**src/rtl/resamp_pkg.sv**
```systemverilog
// Shared register map, commit control bits and helpers for the
// multi-channel resampler control register bank.
package resamp_pkg;

   localparam logic [4:0] OFS_RATE       = 5'h00;
   localparam logic [4:0] OFS_AURATE     = 5'h04;
   localparam logic [4:0] OFS_AUDEC      = 5'h08;
   localparam logic [4:0] OFS_AUSHIFT    = 5'h0C;
   localparam logic [4:0] OFS_AUEN       = 5'h10;
   localparam logic [4:0] OFS_CTRL       = 5'h14;
   localparam logic [4:0] OFS_ACT_RATE   = 5'h18;
   localparam logic [4:0] OFS_ACT_AURATE = 5'h1C;

   localparam int unsigned CH_STRIDE  = 32'h20;
   localparam int unsigned CTRL_ARM   = 0;
   localparam int unsigned CTRL_FORCE = 1;

   typedef enum logic {
      ST_IDLE  = 1'b0,
      ST_ARMED = 1'b1
   } commit_state_t;

   function automatic logic [31:0] be_merge(input logic [31:0] old_val,
                                            input logic [31:0] din,
                                            input logic [3:0]  be);
      logic [31:0] res;
      res = old_val;
      for (int unsigned b = 0; b < 4; b++) begin
         if (be[b]) res[8*b +: 8] = din[8*b +: 8];
      end
      return res;
   endfunction

endpackage

```
**src/rtl/resamp_chan_regs.sv**
```systemverilog
// One resampler channel: shadow/active register pairs, the commit FSM
// and the channel-local readback mux.
module resamp_chan_regs
   import resamp_pkg::*;
#(
   parameter int unsigned RATE_W  = 32,
   parameter int unsigned DEC_W   = 15,
   parameter int unsigned SHIFT_W = 6
) (
   input  logic               clk,
   input  logic               reset_n,
   input  logic               i_wr,
   input  logic [4:0]         i_ofs,
   input  logic [3:0]         i_be,
   input  logic [31:0]        i_data,
   input  logic               i_sync,
   output logic [RATE_W-1:0]  o_rate,
   output logic [RATE_W-1:0]  o_aurate,
   output logic [DEC_W-1:0]   o_audec,
   output logic [SHIFT_W-1:0] o_aushift,
   output logic               o_auen,
   output logic               o_pending,
   output logic               o_done,
   output logic [31:0]        o_rdata
);

   logic [RATE_W-1:0]  r_sh_rate, r_sh_aurate, r_act_rate, r_act_aurate;
   logic [DEC_W-1:0]   r_sh_audec, r_act_audec;
   logic [SHIFT_W-1:0] r_sh_aushift, r_act_aushift;
   logic               r_sh_auen, r_act_auen;
   logic               r_done;
   commit_state_t      r_state, w_next;
   logic               w_ctrl_wr, w_arm, w_force, w_load;

   assign w_ctrl_wr = i_wr && (i_ofs == OFS_CTRL) && i_be[0];
   assign w_arm     = w_ctrl_wr && i_data[CTRL_ARM];
   assign w_force   = w_ctrl_wr && i_data[CTRL_FORCE];

   // Force beats arm; a fresh arm request masks a coincident chSync.
   always_comb begin
      w_next = r_state;
      w_load = 1'b0;
      if (w_force) begin
         w_load = 1'b1;
         w_next = ST_IDLE;
      end else if (w_arm) begin
         w_next = ST_ARMED;
      end else if (r_state == ST_ARMED && i_sync) begin
         w_load = 1'b1;
         w_next = ST_IDLE;
      end
   end

   always_ff @(posedge clk or negedge reset_n) begin
      if (!reset_n) begin
         r_state <= ST_IDLE;
         r_done  <= 1'b0;
      end else begin
         r_state <= w_next;
         r_done  <= w_load;
      end
   end

   always_ff @(posedge clk or negedge reset_n) begin
      if (!reset_n) begin
         r_sh_rate    <= '0;
         r_sh_aurate  <= '0;
         r_sh_audec   <= '0;
         r_sh_aushift <= '0;
         r_sh_auen    <= 1'b0;
      end else if (i_wr) begin
         case (i_ofs)
            OFS_RATE:    r_sh_rate    <= RATE_W'(be_merge(32'(r_sh_rate), i_data, i_be));
            OFS_AURATE:  r_sh_aurate  <= RATE_W'(be_merge(32'(r_sh_aurate), i_data, i_be));
            OFS_AUDEC:   r_sh_audec   <= DEC_W'(be_merge(32'(r_sh_audec), i_data, i_be & 4'b0011));
            OFS_AUSHIFT: r_sh_aushift <= SHIFT_W'(be_merge(32'(r_sh_aushift), i_data, i_be & 4'b0001));
            OFS_AUEN:    if (i_be[0]) r_sh_auen <= i_data[0];
            default: ;
         endcase
      end
   end

   // Active side samples the shadow before any same-edge shadow write lands.
   always_ff @(posedge clk or negedge reset_n) begin
      if (!reset_n) begin
         r_act_rate    <= '0;
         r_act_aurate  <= '0;
         r_act_audec   <= '0;
         r_act_aushift <= '0;
         r_act_auen    <= 1'b0;
      end else if (w_load) begin
         r_act_rate    <= r_sh_rate;
         r_act_aurate  <= r_sh_aurate;
         r_act_audec   <= r_sh_audec;
         r_act_aushift <= r_sh_aushift;
         r_act_auen    <= r_sh_auen;
      end
   end

   always_comb begin
      o_rdata = '0;
      case (i_ofs)
         OFS_RATE:       o_rdata = 32'(r_sh_rate);
         OFS_AURATE:     o_rdata = 32'(r_sh_aurate);
         OFS_AUDEC:      o_rdata = 32'(r_sh_audec);
         OFS_AUSHIFT:    o_rdata = 32'(r_sh_aushift);
         OFS_AUEN:       o_rdata = {31'b0, r_sh_auen};
         OFS_CTRL:       o_rdata = {30'b0, (r_state == ST_ARMED), r_act_auen};
         OFS_ACT_RATE:   o_rdata = 32'(r_act_rate);
         OFS_ACT_AURATE: o_rdata = 32'(r_act_aurate);
         default:        o_rdata = '0;
      endcase
   end

   assign o_rate    = r_act_rate;
   assign o_aurate  = r_act_aurate;
   assign o_audec   = r_act_audec;
   assign o_aushift = r_act_aushift;
   assign o_auen    = r_act_auen;
   assign o_pending = (r_state == ST_ARMED);
   assign o_done    = r_done;

endmodule

```
**src/rtl/resamp_regs_mc.sv**
```systemverilog
// Multi-channel resampler control register bank: channel decode,
// per-channel register blocks and registered bus read path.
module resamp_regs_mc
   import resamp_pkg::*;
#(
   parameter int unsigned NUM_CH  = 2,
   parameter int unsigned RATE_W  = 32,
   parameter int unsigned DEC_W   = 15,
   parameter int unsigned SHIFT_W = 6,
   parameter int unsigned ADDR_W  = 12
) (
   input  logic                        clk,
   input  logic                        reset_n,
   input  logic                        cs,
   input  logic                        wr,
   input  logic                        rd,
   input  logic [3:0]                  be,
   input  logic [ADDR_W-1:0]           addr,
   input  logic [31:0]                 dataIn,
   output logic [31:0]                 dataOut,
   output logic                        rdValid,
   input  logic [NUM_CH-1:0]           chSync,
   output logic [NUM_CH*RATE_W-1:0]    resampleRate,
   output logic [NUM_CH*RATE_W-1:0]    auResampleRate,
   output logic [NUM_CH*DEC_W-1:0]     auDecimation,
   output logic [NUM_CH*SHIFT_W-1:0]   auShift,
   output logic [NUM_CH-1:0]           auEnable,
   output logic [NUM_CH-1:0]           commitPending,
   output logic [NUM_CH-1:0]           commitDone
);

   localparam int unsigned CH_LSB = $clog2(CH_STRIDE);
   localparam int unsigned CH_W   = ADDR_W - CH_LSB;

   logic [CH_W-1:0] w_ch;
   logic [4:0]      w_ofs;
   logic [31:0]     w_rdata [NUM_CH];
   logic [31:0]     w_rsel;
   logic [31:0]     r_dout;
   logic            r_rvalid;
   logic            w_unused_addr;

   assign w_ch          = addr[ADDR_W-1:CH_LSB];
   assign w_ofs         = {addr[CH_LSB-1:2], 2'b00};
   assign w_unused_addr = ^addr[1:0];

   for (genvar g = 0; g < NUM_CH; g++) begin : g_ch
      resamp_chan_regs #(
         .RATE_W  (RATE_W),
         .DEC_W   (DEC_W),
         .SHIFT_W (SHIFT_W)
      ) u_chan (
         .clk       (clk),
         .reset_n   (reset_n),
         .i_wr      (cs && wr && (w_ch == CH_W'(g))),
         .i_ofs     (w_ofs),
         .i_be      (be),
         .i_data    (dataIn),
         .i_sync    (chSync[g]),
         .o_rate    (resampleRate[g*RATE_W +: RATE_W]),
         .o_aurate  (auResampleRate[g*RATE_W +: RATE_W]),
         .o_audec   (auDecimation[g*DEC_W +: DEC_W]),
         .o_aushift (auShift[g*SHIFT_W +: SHIFT_W]),
         .o_auen    (auEnable[g]),
         .o_pending (commitPending[g]),
         .o_done    (commitDone[g]),
         .o_rdata   (w_rdata[g])
      );
   end

   // Channel indices at or beyond NUM_CH match nothing and read as zero.
   always_comb begin
      w_rsel = '0;
      for (int unsigned i = 0; i < NUM_CH; i++) begin
         if (w_ch == CH_W'(i)) w_rsel = w_rdata[i];
      end
   end

   always_ff @(posedge clk or negedge reset_n) begin
      if (!reset_n) begin
         r_dout   <= '0;
         r_rvalid <= 1'b0;
      end else begin
         r_rvalid <= cs && rd;
         if (cs && rd) r_dout <= w_rsel;
      end
   end

   assign dataOut = r_dout;
   assign rdValid = r_rvalid;

endmodule

```
**config.mk**
```make
export PLATFORM = sky130hd
export DESIGN_NAME = resamp_regs_mc
export DESIGN_NICKNAME = d
export VERILOG_FILES = /design/src/rtl/resamp_pkg.sv /design/src/rtl/resamp_chan_regs.sv /design/src/rtl/resamp_regs_mc.sv
export SDC_FILE = /design/constraint.sdc
export NUM_CORES = 1
export LEC_CHECK = 0
export CAP_MARGIN = 20
export CORE_MARGIN = 5
export CORE_UTILIZATION = 54
export CTS_CLUSTER_SIZE = 25
export DETAILED_ROUTE_END_ITERATION = 10
export PLACE_DENSITY_LB_ADDON = 0.1
export SLEW_MARGIN = 40
export SYNTH_ARGS = -nofsm -noshare
export SYNTH_HDL_FRONTEND = slang
export SYNTH_SLANG_ARGS = --single-unit
```
**constraint.sdc**
```tcl
create_clock -name clk -period 2 [get_ports clk]
set_clock_uncertainty 0.15 [all_clocks]
set_input_delay 0.3 -clock clk [delete_from_list [all_inputs] [get_ports clk]]
set_output_delay 0.3 -clock clk [all_outputs]
set_load 0.05 [all_outputs]
```
==> metrics.yaml <==
detailed_routing:
  drt_drc_violations_left: 0
  routed_wirelength_um: 47000
  drt-initial-drc-count: 780
  vias_per_cell: 5.99
  wl_per_cell_um: 24.0
  ant_nets: 0
  firstDrtPassIters: 5
  vias: 11700
place:
  portBuffers: 261
  place_congestion: 0.815
  dp_hpwl_um: 31300
  dp_cells: 1862
setup_path:
  critPathKind: "input port to flop"
  r2r-end: "dataOut[3]$_DFFE_PN0P_"
  cp_slowest_cell: "or4_4"
  arrival_ps: 2190
  crit_fanout: 8
  worstSetupStartpointType: "input port"
  crit_buf_inv: 2
  r2r-start: "g_ch[0].u_chan.o_aurate[3]$_DFFE_PN0P_"
  end_kind: "flop"
  worstPathCellList: "dlygate4sd2_1 -> or4_4 -> nor4b_4 -> buf_12 -> nand4_4 -> mux2_4"
  critPathTopFamily: "simple AND/OR/NAND/NOR gates"
  required_ps: 2250
  critical_path.max_stage_delay_ps: 560
  reg2reg_depth: 3
  startpoint: "addr[10]"
  reg2reg_slack_ps: 200
floorplanning:
  die_area_um2: 34700
  die_h_um: 186
  fp.coreArea_um2: 30700
  die_w_um: 186
  io-pin-count: 264
  initial_core_util_pct: 54.8
  num_rows: 64
synth:
  syn_nets: 1234
  synth_top_cell_area_share_pct: 56.7
  yosysUniqueCellTypes: 49
  syn_area_um2: 16800
  avgSynthCellArea_um2: 14.3
  synth_top_area_cell: "dfrtp_1"
  netlist_instances: 1179
  async_reset_ff_share_pct: 100
  synth_seq_cells: 381
  yosysSeqAreaShare_pct: 56.7
  synth-edff-count: 0
  yosys_warnings: 0
  ys_top_cells_by_area: "dfrtp_1 (57%), mux2_2 (22%), mux2i_1 (4.2%), mux2_1 (2.6%), a221oi_1 (1.7%)"
  ys.flop_type: "dfrtp_1"
grt:
  gr-usage-met1_pct: 37.0
  grt_pass1_wl_um: 74400
  grt_use_total_pct: 26.7
  use_met2_pct: 42.9
  gr-usage-met3_pct: 4.71
  grt_overflow_total: 0
  antenna_found_initial: 7
  grt_pass1_vias: 12500
  busiest_layer: "met2"
  grt_max_degree: 73
hold_path:
  hp-class: "input port to asynchronous set/reset pin"
sta:
  finalCritPeriodShare_pct: 97.1
  tns_ps: 0
  slew_headroom_pct: 64.9
  rsz0062_at_grt: "false"
  final-setup-viol-count: 0
  tightest_slew_ps: 528
  drv_slew: 0
  period_needed_ps: 1940
  fmax_mhz: 515
  timing.final.hold_violations: 0
run:
  cap_violations: 0
final_layout:
  area_growth_syn_to_layout_pct: 30.9
  layout.cells.non_filler: 1955
  nFillCells: 2149
  finalNetCount: 1580
  drive_above_1_share_pct: 45.3
power_and_ir_drop:
  p_clk_share_pct: 45.9
  total_power_w: 0.0160
  sequentialPowerShare_pct: 48.5
  combPwrFrac_pct: 5.6
  switching_share_pct: 22.2
  p_leak_nw: 11.6
  pwr_density_cell_nw_per_um2: 726
  power.internal_w: 0.0124
  p_switching_w: 0.00354
  peakVddDrop_mv: 0.522
clock_network:
  clk_latency_ps: 530
  cts_sinks: 381
  cts-root-buf: "clkbuf_16"
  htreeDepth: 2
  numCtsBuffers: 41
  clock_path_buffers: 3
  clk_pin_slew_ps: 60
  cts_tree: "done"
outcome:
  outcome: "completed"
layer usage:
| metal | part of all wire, % | up-vias | wire length, µm |
|---|---|---|---|
| li1 | - | 5150 | - |
| met1 | 43 | 6040 | 20200 |
| met2 | 48 | 407 | 22500 |
| met3 | 5.7 | 103 | 2680 |
| met4 | 3.4 | 6 | 1600 |
| met5 | 0.083 | - | 39 |
cells in the final DEF, fill, tap and decap left out, types with 9 or more instances in the layout:
cell               n
dlygate4sd2_1     82
nand2_1           44
dfrtp_1          381
clkbuf_1          15
buf_4            218
mux2_1            16
clkdlybuf4s50_1   37
o41ai_1            9
clkbuf_8          11
o21ai_0           39
o22ai_1           17
nand3_1            9
o221ai_1          18
clkbuf_16         43
mux2i_1           70
a221o_1           24
mux2_2           309
a221oi_1          33
buf_12            26
mux2_4            45
worst reg2reg max path, delay by kind of cell (launching register included):
family         cells  cell delay [ps]
AO/OA/AOI/OAI      2              670
multiplexers       1              470
flip-flops         1              400
how the worst max path moves through the flow:
stage / slack (ps) / cells after the start / to
6_report: 60 / 6 / g_ch[0].u_chan.r_sh_aurate[22]$_DFFE_PN0P_
5_1_grt: 10 / 8 / g_ch[0].u_chan.o_rate[6]$_DFFE_PN0P_
4_1_cts: 0.2 / 7 / g_ch[0].u_chan.o_rate[0]$_DFFE_PN0P_
3_5_place_dp: -820 / 6 / g_ch[0].u_chan.o_aurate[9]$_DFFE_PN0P_
3_3_place_gp: -760 / 6 / g_ch[0].u_chan.o_aurate[10]$_DFFE_PN0P_
2_1_floorplan: -60 / 5 / g_ch[0].u_chan.r_sh_rate[16]$_DFFE_PN0P_
logic make-up after synthesis:
kind of cell	after synthesis	synth area share, %
muxes	445	29.6
buffers and inverters	88	2.65
and+or+nand+nor	105	3.55
DFF	381	56.7
AOI/OAI and AO/OA	160	7.41
metrics by stage:
step	instance area [µm²]	setup slack [ps]	utilization, %	hold slack (ps)
3_5_place_dp	20500	-820	66.9	56.6
4_1_cts	22000	0.239	71.7	102
6_report	22000	57.2	71.7	103
3_3_place_gp	20500	-756	66.9	56.5
2_1_floorplan	17000	-58.1	-	-146
5_1_grt	22000	14.8	71.7	125
power by group through the flow:
stage	registers (W)	clock network (W)	logic, W
finish	0.00774	0.00733	0.000887
global route	0.00774	0.00779	0.000961
CTS	0.00774	0.00744	0.000893
detailed placement	0.00788	0	0.000891
global placement	0.00788	0	0.000884
floorplan	0.00790	0	0.000313
registers in the layout, indices dropped and copies added (netlist names):
register and flops:
g_ch.u_chan.o_aurate 64, g_ch.u_chan.r_sh_aurate 64, g_ch.u_chan.o_auen 2, g_ch.u_chan.o_pending 2
rdValid 1, g_ch.u_chan.r_sh_auen 2, g_ch.u_chan.o_rate 64, g_ch.u_chan.o_audec 30
g_ch.u_chan.r_sh_aushift 12, g_ch.u_chan.r_sh_audec 30, g_ch.u_chan.o_aushift 12, dataOut 32
g_ch.u_chan.r_sh_rate 64, g_ch.u_chan.o_done 2
what timing repair did:
item | CTS | global route
pin swaps | 9 | 5
hold buffers | 1 | 0
setup endpoints to repair | 379 | 184
endpoints found under the hold margin | 327 | 0
gates cloned | 5 | 0
gates resized for setup | 105 | 7
setup buffers | 7 | 3
synth_stat cells, types with 4 or more instances:
cell type and number:
a221o_1 24, a221oi_1 33, a32o_1 5, and3_1 6
buf_2 32, buf_4 12, buf_6 4, clkbuf_1 32
dfrtp_1 381, inv_1 5, mux2_1 39, mux2_2 331
mux2i_1 70, mux4_2 5, nand2_1 45, nand2_2 6
nand3_1 9, nand4_1 4, nor2_1 9, o21ai_0 39
o221ai_1 18, o22ai_1 17, o41ai_1 9
layout make-up:
cell class	count	area, µm²	share of cell area (%)
flip-flops and latches	381	9530	43.4
clock inverters	4	27.5	0.125
well taps	396	495	2.25
repair buffers	386	3560	16.2
inverters	5	18.8	0.0853
diodes	4	10.0	0.0455
multi-input cells	710	7060	32.1
clock buffers	69	1280	5.84
Power figures use the tool's default switching activity.
